File: config.mk
export PLATFORM = sky130hd
export DESIGN_NAME = key_car_ctrl
export DESIGN_NICKNAME = d
export VERILOG_FILES = /design/src/rtl/key_car_pkg.sv /design/src/rtl/key_car_duty_ramp.sv /design/src/rtl/key_car_ctrl.sv
export SDC_FILE = /design/constraint.sdc
export NUM_CORES = 1
export LEC_CHECK = 0
export BUFFER_PORTS_ARGS = -buffer_cell sky130_fd_sc_hd__buf_2
export CAP_MARGIN = 20
export CORE_MARGIN = 10
export CORE_UTILIZATION = 39
export CTS_CLUSTER_DIAMETER = 50
export DETAILED_ROUTE_END_ITERATION = 10
export GPL_ROUTABILITY_DRIVEN = 1
export GPL_TIMING_DRIVEN = 0
export PLACE_DENSITY_LB_ADDON = 0.3
export SLEW_MARGIN = 40
export SYNTH_ARGS = -nofsm -noshare
export SYNTH_HDL_FRONTEND = slang
export SYNTH_SLANG_ARGS = --single-unit
File: constraint.sdc
create_clock -name sys_clk -period 4.49 [get_ports sys_clk]
set_clock_uncertainty 0.1 [all_clocks]
set_input_delay 0.2245 -clock sys_clk [delete_from_list [all_inputs] [get_ports sys_clk]]
set_output_delay 0.2245 -clock sys_clk [all_outputs]
set_load 0.05 [all_outputs]
File: src/rtl/key_car_pkg.sv
// Shared encodings and defaults for the key-driven smart-car controller.
package key_car_pkg;

  typedef enum logic [1:0] {
    ST_IDLE      = 2'd0,
    ST_RUN       = 2'd1,
    ST_STOP_RAMP = 2'd2,
    ST_ESTOP     = 2'd3
  } state_e;

  typedef enum logic [1:0] {
    DIR_FWD   = 2'd0,
    DIR_BACK  = 2'd1,
    DIR_LEFT  = 2'd2,
    DIR_RIGHT = 2'd3
  } dir_e;

  localparam int KEY_START = 0;
  localparam int KEY_UP    = 1;
  localparam int KEY_DN    = 2;
  localparam int KEY_DIR   = 3;

  localparam int SPEED_MAX_DEF = 7;
  localparam int DUTY_STEP_DEF = 32;
  localparam int RAMP_DIV_DEF  = 4;
  localparam int LONG_CNT_DEF  = 16;

  function automatic logic [7:0] duty_target(input logic [2:0] lvl, input int step);
    return 8'(int'(lvl) * step);
  endfunction

endpackage

File: src/rtl/key_car_duty_ramp.sv
// Slews the PWM duty one unit toward its target every RAMP_DIV cycles.
// The divider free-runs, so a new target only changes direction, never phase.
module duty_ramp #(
  parameter int RAMP_DIV = 4
) (
  input  logic       clk_i,
  input  logic       rst_ni,
  input  logic [7:0] target_i,
  input  logic       force_zero_i,
  output logic [7:0] duty_o
);

  localparam int CW = (RAMP_DIV > 1) ? $clog2(RAMP_DIV) : 1;

  logic [CW-1:0] cnt_q, cnt_d;
  logic [7:0]    duty_q, duty_d;
  logic          wrap;

  always_comb begin
    wrap   = (cnt_q == CW'(RAMP_DIV - 1));
    cnt_d  = wrap ? '0 : cnt_q + 1'b1;
    duty_d = duty_q;
    if (force_zero_i) begin
      duty_d = '0;
    end else if (wrap) begin
      if (duty_q < target_i) begin
        duty_d = duty_q + 8'd1;
      end else if (duty_q > target_i) begin
        duty_d = duty_q - 8'd1;
      end
    end
  end

  always_ff @(posedge clk_i) begin
    if (!rst_ni) begin
      cnt_q  <= '0;
      duty_q <= '0;
    end else begin
      cnt_q  <= cnt_d;
      duty_q <= duty_d;
    end
  end

  assign duty_o = duty_q;

endmodule

File: src/rtl/key_car_ctrl.sv
// Turns debounced key events into run/stop state, speed, direction and a ramped duty.
// Every key event is reflected in the registered outputs one cycle later.
module key_car_ctrl
  import key_car_pkg::*;
#(
  parameter int SPEED_MAX = SPEED_MAX_DEF,
  parameter int DUTY_STEP = DUTY_STEP_DEF,
  parameter int RAMP_DIV  = RAMP_DIV_DEF,
  parameter int LONG_CNT  = LONG_CNT_DEF
) (
  input  logic       sys_clk,
  input  logic       sys_rst_n,
  input  logic [3:0] key_flag,
  input  logic [3:0] key_value,
  output logic       run_en,
  output logic [1:0] dir,
  output logic [2:0] speed_level,
  output logic [7:0] duty,
  output logic [1:0] state,
  output logic       cmd_reject
);

  localparam int HW = $clog2(LONG_CNT + 1);

  state_e       state_q, state_d;
  logic [1:0]   dir_q, dir_d;
  logic [2:0]   speed_q, speed_d;
  logic         rej_q, rej_d;
  logic         hold_act_q, hold_act_d;
  logic [HW-1:0] hold_cnt_q, hold_cnt_d;

  logic [3:0] press;
  logic       rel0, short0, long0;
  logic [7:0] target, duty_w;

  assign press = key_flag & ~key_value;
  assign rel0  = key_flag[KEY_START] & key_value[KEY_START];

  // Long press wins if the limit is reached in the same cycle as the release.
  always_comb begin
    hold_act_d = hold_act_q;
    hold_cnt_d = hold_cnt_q;
    short0     = 1'b0;
    long0      = 1'b0;
    if (press[KEY_START]) begin
      hold_act_d = 1'b1;
      hold_cnt_d = HW'(1);
    end else if (hold_act_q) begin
      if (hold_cnt_q == HW'(LONG_CNT)) begin
        long0      = 1'b1;
        hold_act_d = 1'b0;
        hold_cnt_d = '0;
      end else if (rel0) begin
        short0     = 1'b1;
        hold_act_d = 1'b0;
        hold_cnt_d = '0;
      end else begin
        hold_cnt_d = hold_cnt_q + 1'b1;
      end
    end
  end

  always_comb begin
    state_d = state_q;
    speed_d = speed_q;
    dir_d   = dir_q;
    rej_d   = 1'b0;

    case (state_q)
      ST_IDLE:      if (short0) state_d = ST_RUN;
      ST_RUN:       if (short0) state_d = ST_STOP_RAMP;
      ST_STOP_RAMP: begin
        if (short0) begin
          state_d = ST_RUN;
        end else if (duty_w == 8'd0) begin
          state_d = ST_IDLE;
        end
      end
      ST_ESTOP:     if (rel0) state_d = ST_IDLE;
      default:      state_d = ST_IDLE;
    endcase
    if (long0) state_d = ST_ESTOP;

    if (state_q == ST_ESTOP) begin
      rej_d = press[KEY_UP] | press[KEY_DN] | press[KEY_DIR];
    end else begin
      if (press[KEY_UP] && press[KEY_DN]) begin
        rej_d = 1'b1;
      end else if (press[KEY_UP]) begin
        if (speed_q == 3'(SPEED_MAX)) rej_d = 1'b1;
        else speed_d = speed_q + 3'd1;
      end else if (press[KEY_DN]) begin
        if (speed_q == 3'd0) rej_d = 1'b1;
        else speed_d = speed_q - 3'd1;
      end
      if (press[KEY_DIR]) begin
        if (state_q == ST_IDLE) dir_d = dir_q + 2'd1;
        else rej_d = 1'b1;
      end
    end
  end

  always_ff @(posedge sys_clk) begin
    if (!sys_rst_n) begin
      state_q    <= ST_IDLE;
      speed_q    <= 3'd1;
      dir_q      <= DIR_FWD;
      rej_q      <= 1'b0;
      hold_act_q <= 1'b0;
      hold_cnt_q <= '0;
    end else begin
      state_q    <= state_d;
      speed_q    <= speed_d;
      dir_q      <= dir_d;
      rej_q      <= rej_d;
      hold_act_q <= hold_act_d;
      hold_cnt_q <= hold_cnt_d;
    end
  end

  assign target = (state_q == ST_RUN) ? duty_target(speed_q, DUTY_STEP) : 8'd0;

  duty_ramp #(
    .RAMP_DIV(RAMP_DIV)
  ) u_duty_ramp (
    .clk_i       (sys_clk),
    .rst_ni      (sys_rst_n),
    .target_i    (target),
    .force_zero_i(state_q == ST_ESTOP),
    .duty_o      (duty_w)
  );

  assign run_en      = (state_q == ST_RUN) || (state_q == ST_STOP_RAMP);
  assign dir         = dir_q;
  assign speed_level = speed_q;
  assign duty        = duty_w;
  assign state       = state_q;
  assign cmd_reject  = rej_q;

endmodule

-- Word level (Yosys, flattened, before mapping)
Cells that the tools add are included.
- multiply operators: 0
- shifts and indexed selects: 0
- eq/ne operators: 12
- multiplexer cells: 37
- $lt $le $gt $ge: 2
- divide/modulo/power cells: 0
- $add $sub $neg: 7
- bitwise operators: 8
- reduce and logical (&&, ||, !) cells: 15
- operator list (cell ; number):
    two-way mux 8 bit ; 3
    two-way mux 1 bit ; 21
    two-way mux 2 bit ; 6
    two-way mux 3 bit ; 4
    two-way mux 5 bit ; 2
    != test 3 bit (second input constant) ; 3
    adder 8 x 1 -> 8 bit (second input constant) ; 1
    > comparator 8 bit ; 1
    logical NOT 8 bit ; 1
    < comparator 8 bit ; 1
    one-hot mux 2 bit (4 select lines) ; 1
    subtractor 8 x 1 -> 8 bit (second input constant) ; 1
    equality test 2 bit (second input constant) ; 3
    nonzero test 2 bit ; 3
    OR reduction 2 bit ; 3
    adder 5 x 1 -> 5 bit (second input constant) ; 1
    equality test 5 bit (second input constant) ; 1
    AND reduction 5 bit ; 1
    adder 2 x 1 -> 2 bit (second input constant) ; 2
    AND 4 bit ; 1
    != test 2 bit (second input constant) ; 2
    != test 4 bit (second input constant) ; 1
    NOT 4 bit ; 1
    AND reduction 4 bit ; 1
    other kinds (13) ; 16
- output and inout port bits: 17
- memories: 0
- latch bits: 0
- register bits after elaboration: 24
- RAM bits: 0
- memory bits (read-only): 0
- logic and storage cells: 90

-- Depth between registers and ports, before layout
- depth after elaboration: 8
- mapped depth: 13

-- By module
Synthesis repeated with hierarchy kept, for this count alone.
- cell total of the unflattened synthesis: 207
- area, all modules: 1791.7 um^2
- modules (own cells, without submodules) (module ; area an instance (um^2) ; instances ; cells each):
    key_car_ctrl ; 922.1 ; 1 ; 109
    duty_ramp ; 869.6 ; 1 ; 98

-- Least setup slack after synthesis
OpenSTA, ideal clock, no wires.
- path type: reg-to-reg
- start: register state_q[0] (netlist: state[0])
- end: register u_duty_ramp.duty_q[7] (netlist: u_duty_ramp.duty_o[7])
- setup slack: 0.727 ns
- data arrival time: 3.591 ns
- required time: 4.318 ns
- stages on the path, launching flop included: 13
- path buffers: 0
- setup time: 0.072 ns
- cells stage by stage: dfxtp_1 > ha_1 > nand2_1 > ha_1 > nor2b_1 > a221oi_2 > inv_1 > ha_1 > a21o_1 > a221o_1 > a41oi_1 > mux2i_1 > mux2i_1
- word-level cells in the longest chain between the ends: 5
- ends and longest elaborated chain (what ; RTL line ; text):
    start, declared ; key_car_ctrl.sv:25 ; state_e state_q, state_d;
    start signal, assigned ; key_car_ctrl.sv:112 ; state_q <= state_d;
    equality test 2 x 1 -> 1 bit ; key_car_ctrl.sv:121 ; assign target = (state_q == ST_RUN) ? duty_target(speed_q, DUTY_STEP) : 8'd0;
    two-way mux 8 bit ; key_car_ctrl.sv:121 ;
    > comparator 8 bit / < comparator 8 bit (equally long branches) ; key_car_duty_ramp.sv:28, key_car_duty_ramp.sv:26 ;
    nonzero test 2 bit (no source line) ; - ;
    AND reduction 2 bit (no source line) ; - ;
    end signal, assigned ; key_car_duty_ramp.sv:40 ; duty_q <= duty_d;
    end, declared ; key_car_duty_ramp.sv:16 ; logic [7:0] duty_q, duty_d;
Parallel ways exist; a longest one is shown, timed or not.
A chain may end at the register's enable or synchronous reset.

-- Worst setup path after layout
Same ends and word-level chain as after synthesis.

==> results.md <==
STA
* **Period minus WS final** 3.751 ns
* **Fin. Hold Viols** 0
* **Setup TNS** 0 ns
* **Final Max Slew Viols** 0
* **Final setup viols** 0
* **worst slew margin relative to its limit** 65.52%
* **final critical-path share of the clock period** 83.54%
* **transition at the pin with the smallest max-transition slack** 0.5173 ns
* **setup repair after global routing missed its margin** no
* **Fmax achieved** 266.6 MHz

Clock network
* **post-CTS setup repair buffer count** 0
* **Clock Path Buffers** 2
* **cell at the root of the clock tree** clkbuf_8
* **# H-tree levels** 1
* **Sinks on Clock Net** 24
* **clock edge transition at the registers on the reported setup and hold paths** 0.09 ns
* **# hold bufs at CTS** 0
* **CTS tree** built
* **source-to-sink clock delay at the later pin of the worst-skew pair** 0.26 ns
* **post-cts resize count** 0
* **number of buffers created by CTS** 3

Setup path
* **worst setup path start** state[0]$_SDFFE_PN0P_
* **cell with the most instances on the worst path** ha_1
* **crit path cell chain** ha_1 > nand2_1 > ha_1 > nor2b_1 > a221oi_2 > inv_1 > ha_1 > a21o_1 > a221o_1 > a41oi_1 > mux2i_1 > mux2i_1
* **cell type of the slowest stage on the worst timing path** a221oi_2
* **critical path data arrival time** 3.84 ns
* **Setup crit start kind** register
* **kind of critical path** register to register
* **startpoint of the worst register-to-register path** state[0]$_SDFFE_PN0P_
* **required time of the critical path** 4.58 ns
* **top fanout value on the critical path** 8
* **critical path endpoint category** register
* **CP max stage delay** 0.47 ns

Cells and area
* **most common cell after layout, fill and taps aside** buf_2
* **top library cells by usage in the layout, fill and taps aside** 26 x buf_2, 24 x dfxtp_1, 18 x ha_1, 16 x nand2_1
* **diode count** 0
* **layout-stage area growth over the synthesis result** 15.59%
* **nets** 240
* **Filler cells** 422
* **ratio of cells with drive above 1 in the final layout** 17.22%

Detailed routing
* **DRC errors left** 0
* **first-pass iteration count of the detailed router** 4
* **wire length reported by the detailed router** 3250 um
* **post-DR vias/cell** 5.174
* **total vias in the final route** 1340
* **mean routed wirelength per cell** 12.55 um
* **post-detailed-route count of antenna-violating nets** 0
* **Iter 0 DRT Violations** 46

GRT
* **pin count of the biggest net entering global routing** 14
* **initial antenna violation count** 0
* **number of global-route vias before repair** 1355
* **first-pass GRT wire length** 5878 um
* **GRT Residual Overflow** 0
* **overall track demand over capacity in global routing** 9.327%

Die
* **overall die height** 83.83 um
* **Row Count** 23
* **I/O pin total** 27
* **area of the core** 0.003971 sq mm
* **total die area** 0.007027 sq mm
* **die span in x** 83.83 um
* **starting density of the core** 40.01%

Placement
* **Port Buffer Count** 26
* **routability cong.** 0.7949
* **Detailed Place HPWL** 2606 um

Synthesis
* **Avg Cell Area, Syn** 8.877 sq um
* **summed instance area of the synthesized netlist** 0.001589 sq mm
* **Yosys Warn Count** 0
* **number of synthesized register bits** 24
* **Cells after Synth** 179
* **unique cell type count in the Yosys netlist** 38
* **sequential share of the synthesized area** 30.24%
* **net count of the mapped netlist** 209

Pwr
* **Pleak** 0.8023 nW
* **power density relative to cell area** 287.9 mW/mm^2
* **total design power** 0.5288 mW
* **maximum vdd drop** 0.0001384 V

Worst hold path
* **Hold Startpoint** sys_rst_n
* **Hold Path Class** input port to register

Run
* **Max Cap Viol** 0

Outcome
* **status** finished clean

## final cells by class
class | count | area, sq um | area share [%]
timing repair buffer | 26 | 130.1 | 7.084
inverter | 10 | 37.54 | 2.044
tap | 50 | 62.56 | 3.406
sequential | 24 | 480.5 | 26.16
multi-input combinational | 142 | 1060 | 57.70
clock buffer | 4 | 55.05 | 2.997
buffer | 3 | 11.26 | 0.6131
## cell usage after synthesis
master      n  share of area (%)
nor2_1      6                1.4
nor2b_1     7                2.8
a311oi_1    2                1.1
nand2b_1    5                2.0
clkbuf_1    3               0.71
o21ai_0     9                2.8
and2_1      6                2.4
or4_4       1               0.71
and3b_1     1               0.55
nand3b_1    2               0.94
ha_1       18                 14
o311a_1     1               0.63
or3_1       2               0.79
o32ai_1     1               0.55
a31oi_1     4                1.6
o21ai_4     1                1.0
xnor2_1     4                2.2
nand4bb_1   1               0.71
a221o_1     1               0.63
or2_2       2               0.79
or3_4       1               0.71
nor3_1      2               0.63
nand3_1    10                3.1
dfxtp_1    24                 30
nor3b_1     3                1.4
xor2_1      6                3.3
mux2i_1     6                3.8
fa_1        2                2.5
a41oi_1     3                1.7
a221oi_2    1               0.94
a2bb2oi_1   2                1.1
inv_1      10                2.4
nand2_1    16                3.8
a21boi_0    1               0.47
a21o_1      2               0.94
a211oi_1    2               0.94
a21oi_1     9                2.8
nand4_1     2               0.79
## path summary, 6_finish.rpt
kind                            depth (start not counted)                                  to  slack, ns
worst max-delay path                                   12  u_duty_ramp.duty_o[7]$_SDFFE_PP0P_       0.74
worst min-delay path                                    2     u_duty_ramp.cnt_q[0]$_SDFF_PP0_       0.18
worst max register to register                         12  u_duty_ramp.duty_o[7]$_SDFFE_PP0P_       0.74
worst min register to register                          1     u_duty_ramp.cnt_q[0]$_SDFF_PP0_       0.34
## routing by layer
metal	up-vias	GRT usage, %	share of wire, %
met5	-	0	0
met4	0	2.283	0.98
met3	4	2.344	4.3
met2	18	15.82	45
met1	614	11.38	49
li1	704	-	-
## worst max-delay path: cells and delay by family, from the launching register on
family	cells	cell delay (ns)
fa+ha+maj	3	1.00
simple gates	2	0.24
buf+inv	1	0.29
compound gates	4	1.17
mux	2	0.47
flops	1	0.42
## metrics by stage
step,std cells,instance area (sq um),setup slack [ns],utilization [%],hold WS [ns]
after floorplan,179,1589,0.7272,-,0.2802
after global placement,255,1782,0.7790,44.86,0.3167
after CTS,259,1837,0.7010,46.25,0.1769
final,259,1837,0.7388,46.25,0.1762
after global routing,259,1837,0.4629,46.25,0.1896
after detailed placement,255,1782,0.7113,44.86,0.3219
## flip-flops by register name, summed over array words and instances (netlist names)
| signal | flops |
|---|---|
| u_duty_ramp.duty_o | 8 |
| speed_level | 3 |
| dir | 2 |
| hold_cnt_q | 5 |
| u_duty_ramp.cnt_q | 2 |
| state | 2 |
| hold_act_q | 1 |
| cmd_reject | 1 |
## cell families (layout without fill, tap and decap cells)
family	after synthesis	after routing	share of synthesized area, %
simple gates	67	67	23.46
xor+xnor	10	10	5.512
flops	24	24	30.24
buf+inv	13	43	3.071
fa+ha+maj	20	20	16.69
compound gates	39	39	17.24
mux	6	6	3.780
## power breakdown
group	internal [mW]	switching [mW]	leakage, nW
sequential	0.224	0.0119	0.195
combinational	0.0574	0.0882	0.578
clock	0.0782	0.0691	0.0288
total	0.360	0.169	0.802
Note: power is estimated with default switching activity, not from simulation.
